### src/rtl/prog_seq_ctrl.sv
// prog_seq_ctrl: loads a program into memory, starts and paces the core
// (free-run or single-step), then streams a full memory readout for display.
module prog_seq_ctrl #(
  parameter int          DEPTH   = 128,
  parameter int          AW      = 7,
  parameter int          DW      = 24,
  parameter logic [7:0]  HALT_OP = 8'h00
) (
  input  logic          clk,
  input  logic          reset,
  input  logic          in_valid,
  input  logic [DW-1:0] in_data,
  output logic          in_ready,
  input  logic          load_req,
  input  logic          start,
  input  logic          step_mode,
  input  logic          step,
  input  logic          cpu_halted,
  output logic          mem_we,
  output logic [AW-1:0] mem_addr,
  output logic [DW-1:0] mem_wdata,
  output logic          cpu_pc_rst,
  output logic          cpu_en,
  output logic          dump_valid,
  output logic [AW-1:0] dump_addr,
  input  logic          dump_ready,
  output logic [2:0]    state,
  output logic [AW:0]   prog_len,
  output logic          overflow
);

  typedef enum logic [2:0] {
    S_LOAD  = 3'd0,
    S_READY = 3'd1,
    S_RUN   = 3'd2,
    S_DUMP  = 3'd3,
    S_DONE  = 3'd4,
    S_ERROR = 3'd5
  } state_t;

  state_t        state_q, state_d;
  logic [AW:0]   load_ptr_q, load_ptr_d;
  logic [AW:0]   prog_len_q, prog_len_d;
  logic          overflow_q, overflow_d;
  logic [AW-1:0] dump_addr_q, dump_addr_d;
  logic          step_pend_q, step_pend_d;

  logic accept, is_halt, go_run, xfer;

  // Handshake and strobe decode; all gated off while reset is held.
  always_comb begin
    // A concurrent load_req restarts the load, so the word is not taken.
    in_ready   = !reset && (state_q == S_LOAD) && !load_req;
    accept     = in_ready && in_valid;
    mem_we     = accept;
    mem_addr   = load_ptr_q[AW-1:0];
    mem_wdata  = in_data;
    is_halt    = (in_data[DW-1 -: 8] == HALT_OP);
    go_run     = !reset && !load_req && start &&
                 ((state_q == S_READY) || (state_q == S_DONE));
    cpu_pc_rst = go_run;
    // Halt always wins; in step mode only the cycle after an accepted step runs.
    cpu_en     = !reset && (state_q == S_RUN) && !cpu_halted &&
                 (!step_mode || step_pend_q);
    dump_valid = !reset && (state_q == S_DUMP);
    xfer       = dump_valid && dump_ready;
    dump_addr  = dump_addr_q;
    state      = state_q;
    prog_len   = prog_len_q;
    overflow   = overflow_q;
  end

  // Next-state and datapath register updates.
  always_comb begin
    state_d     = state_q;
    load_ptr_d  = load_ptr_q;
    prog_len_d  = prog_len_q;
    overflow_d  = overflow_q;
    dump_addr_d = dump_addr_q;
    // Steps arriving while the previous one is still executing are dropped.
    step_pend_d = (state_q == S_RUN) && step_mode && step &&
                  !step_pend_q && !cpu_halted;
    case (state_q)
      S_LOAD: begin
        if (load_req) begin
          load_ptr_d = '0;
          prog_len_d = '0;
          overflow_d = 1'b0;
        end else if (accept) begin
          if (is_halt) begin
            load_ptr_d = load_ptr_q + 1'b1;
            prog_len_d = load_ptr_q + 1'b1;
            state_d    = S_READY;
          end else if (load_ptr_q == (AW+1)'(DEPTH-1)) begin
            // Last slot filled without HALT: pointer stays put, no wrap.
            overflow_d = 1'b1;
            state_d    = S_ERROR;
          end else begin
            load_ptr_d = load_ptr_q + 1'b1;
          end
        end
      end
      S_READY, S_DONE, S_ERROR: begin
        if (load_req) begin
          load_ptr_d = '0;
          prog_len_d = '0;
          overflow_d = 1'b0;
          state_d    = S_LOAD;
        end else if (go_run) begin
          state_d = S_RUN;
        end
      end
      S_RUN: begin
        if (cpu_halted) begin
          dump_addr_d = '0;
          state_d     = S_DUMP;
        end
      end
      S_DUMP: begin
        if (xfer) begin
          if (dump_addr_q == AW'(DEPTH-1)) begin
            dump_addr_d = '0;
            state_d     = S_DONE;
          end else begin
            dump_addr_d = dump_addr_q + 1'b1;
          end
        end
      end
      default: state_d = S_LOAD;
    endcase
  end

  // State registers with synchronous reset.
  always_ff @(posedge clk) begin
    if (reset) begin
      state_q     <= S_LOAD;
      load_ptr_q  <= '0;
      prog_len_q  <= '0;
      overflow_q  <= 1'b0;
      dump_addr_q <= '0;
      step_pend_q <= 1'b0;
    end else begin
      state_q     <= state_d;
      load_ptr_q  <= load_ptr_d;
      prog_len_q  <= prog_len_d;
      overflow_q  <= overflow_d;
      dump_addr_q <= dump_addr_d;
      step_pend_q <= step_pend_d;
    end
  end

endmodule

### config.mk
export PLATFORM = sky130hd
export DESIGN_NAME = prog_seq_ctrl
export DESIGN_NICKNAME = d
export VERILOG_FILES = /design/src/rtl/prog_seq_ctrl.sv
export SDC_FILE = /design/constraint.sdc
export NUM_CORES = 1
export LEC_CHECK = 0
export ABC_AREA = 1
export CORE_MARGIN = 2
export CORE_UTILIZATION = 37
export DETAILED_ROUTE_END_ITERATION = 8
export PLACE_DENSITY_LB_ADDON = 0.08
export SLEW_MARGIN = 20
export SYNTH_ARGS = -nofsm -noshare
export SYNTH_HDL_FRONTEND = slang
export SYNTH_SLANG_ARGS = --single-unit
### constraint.sdc
create_clock -name clk -period 2.1 [get_ports clk]
set_clock_uncertainty 0.2 [all_clocks]
set_input_delay 0.63 -clock clk [delete_from_list [all_inputs] [get_ports clk]]
set_output_delay 0.63 -clock clk [all_outputs]
set_load 0.05 [all_outputs]
==> metrics.csv <==
metric,value,unit
drive_gt1_share,37.8,%
gp_congestion,0.855,
hold_viol,0,
grt_pass1_vias,1799,
cp_cell_sequence,dlygate4sd2_1 -> inv_1 -> nor2_2 -> nor2_2 -> buf_12,
hold_path_depth,2,
setup_viol,0,
rsz0062_at_grt,true,
start_util,39.0,%
cts_tree,built,
cts_buffer_depth,2,
cp_max_fo,2,
fin_crit,2.10,ns
ys_async_sr_fraction,0,%
cts-root-buf,clkbuf_8,
crit_path_end_kind,output pin,
crit_family,buffers and inverters,
met3_usage,3.88,%
clock_sinks,28,
max_freq,0.477,GHz
r2r_slack,0.13,ns
synth_top_area_share,29.9,%
final_nets,380,
hold_path_class,reg -> reg,
antenna_found_initial,0,
grt.busiest_layer,met2,
required,1.27,ns
h-tree-depth,1,
syn_nets,317,
grt_pass1_wl,7660,microns
yosysMostFrequentCell,nor2_1,
synthFlopType,dfxtp_1,
syn_area,0.00188,sq mm
crit_arrival,1.27,ns
clk_pin_slew,0.09,ns
critPathLaunch,step_mode,
tightest_slew,0.274,ns
avgViaCountPerCell,4.45,
yosysWarnings,0,
row_count,25,
dp.final_hpwl,3440,microns
outcome,completed,
vias,1831,
num_antenna_cells,0,
crit-reg2reg-launch,state[0]$_SDFFE_PP0P_,
port_buffers,55,
leakage,1.38,nW
fin_crit_sh,99.9,%
ir_drop,0.000389,V
hp-start,prog_len[5]$_SDFFE_PP0P_,
synth_edf_count,0,
drtAntennaViolNets,0,
synth-seq-cells,28,
synth_top_area_cell,dfxtp_1,
use_met1,20.9,%
grt-ovfl-total,0,
slew_headroom,81.8,%
synthCells,282,
ys_seq_area_share,29.9,%
die_y,75.2,microns
maxCapViolations,0,
startpoint_type,input port,
numCtsBuffers,3,
wl,4530,microns
ys_types,31,
post-place-cells,394,
crit_path_frequent_cell,nor2_2,
slew_violations,0,
finalNonFillerCells,411,
timing.hold.ws,0.282,ns
drc_errors,0,
r2r-end,load_ptr_q[2]$_SDFFE_PP0P_,
wl_per_cell,11.0,microns
area_growth,58.5,%
coreArea,0.00482,sq mm
powerDensity,444,mW/mm^2
use_met2,31.0,%
ys_top_cells_by_area,"dfxtp_1 30%, nor2_1 13%, buf_4 12%",
dieArea,0.00566,sq mm
holdPathEnd,prog_len[5]$_SDFFE_PP0P_,
synth_area_per_cell,6.66,sq um
rr_worst_depth,14,
crit_type,in -> out,
crit_path_max_incr_delay,0.23,ns
drt_iter0_markers,47,
clkLatencyLatePin,0.27,ns
dieWidth,75.2,microns
crit_buf_inv,3,
grt_max_degree,22,
num_io_pins,88,
synth_common_cells,"63 x nor2_1, 57 x nand2_1, 31 x buf_4, 28 x dfxtp_1, 20 x inv_1",
slowest_stage,dlygate4sd2_1,
drt_first_pass_iters,4,
grt_use_total,17.2,%
[worst max-delay path by stage]
stage	to	slack (ns)	depth (start not counted)
floorplan	cpu_pc_rst	-0.05	3
global placement	cpu_pc_rst	-0.45	5
detailed placement	cpu_pc_rst	-0.45	5
CTS	cpu_en	-0.02	4
global route	cpu_en	-0.07	4
finish	cpu_en	0.002	5
[registers in the layout (all words and copies together) (netlist names)]
name,cells
load_ptr_q,8
prog_len,8
dump_addr,7
state,3
overflow,1
step_pend_q,1
[report_power, final]
group          switching, mW  total (mW)  leakage (nW)  internal (mW)
Clock                  0.164       0.332        0.0288          0.168
Sequential            0.0229       0.572         0.231          0.549
Combinational          0.230       0.416          1.12          0.186
Total                  0.417        1.32          1.38          0.903
[placed cells by master, fill, tap and decap left out, drive strengths merged, types with 3 or more instances in the layout]
master,synthesis,routed
nand3,22,22
dfxtp,28,28
o21ai,10,10
nand4,3,3
nand2,64,64
dlygate4sd2,0,11
clkbuf,1,4
buf,33,78
nor2,71,71
a21oi,8,8
nor3,5,5
inv,28,29
[worst min-delay path, stage by stage (launching register included)]
cell     delay (ns)
dfxtp_1        0.34
nor2_1         0.05
nor2_1         0.06
[routing by layer]
metal	routed length (microns)	share of wire, %	up-vias
met5	0	0	-
met4	16	0.35	0
met3	174	3.8	2
met2	2320	51	36
met1	2020	45	818
li1	-	-	975
[cell type report]
type                            count  area [sq um]
Sequential cell                    28           572
Timing Repair inverter              1          6.26
Timing Repair Buffer               91          1110
Inverter                           28           120
Multi-Input combinational cell    192          1030
Fill cell                         457          1840
Tap cell                           67          83.8
Clock buffer                        4          55.1
[through the flow]
| stage | power [mW] | setup slack, ns | setup TNS, ns | cell area [sq um] | util (%) |
|---|---|---|---|---|---|
| 2_1_floorplan | 0.896 | -0.0465 | -0.0465 | 1920 | - |
| 3_5_place_dp | 0.996 | -0.449 | -10.30 | 2770 | 57.5 |
| 5_1_grt | 1.39 | -0.0699 | -0.193 | 2980 | 61.8 |
| 4_1_cts | 1.34 | -0.0167 | -0.0264 | 2940 | 61.1 |
| 6_report | 1.32 | 0.00212 | 0 | 2980 | 61.8 |
| 3_3_place_gp | 0.993 | -0.446 | -9.96 | 2770 | 57.5 |
[cells by family after synthesis]
group | share of synthesized area [%]
AND/OR/NAND/NOR | 42.3
flip-flops | 29.9
AO/OA/AOI/OAI | 6.33
XOR/XNOR | 0.934
adder cells (fa/ha/maj) | 1.33
buffers and inverters | 19.3
[what timing repair did]
action / in CTS / in global routing
resized for setup: 40 / 5
pin swaps: 9 / 4
setup buffers: 16 / 0
hold buffers: 0 / 0
setup endpoints to repair: 28 / 10
cloned: 0 / 1
Power figures use the tool's default switching activity.
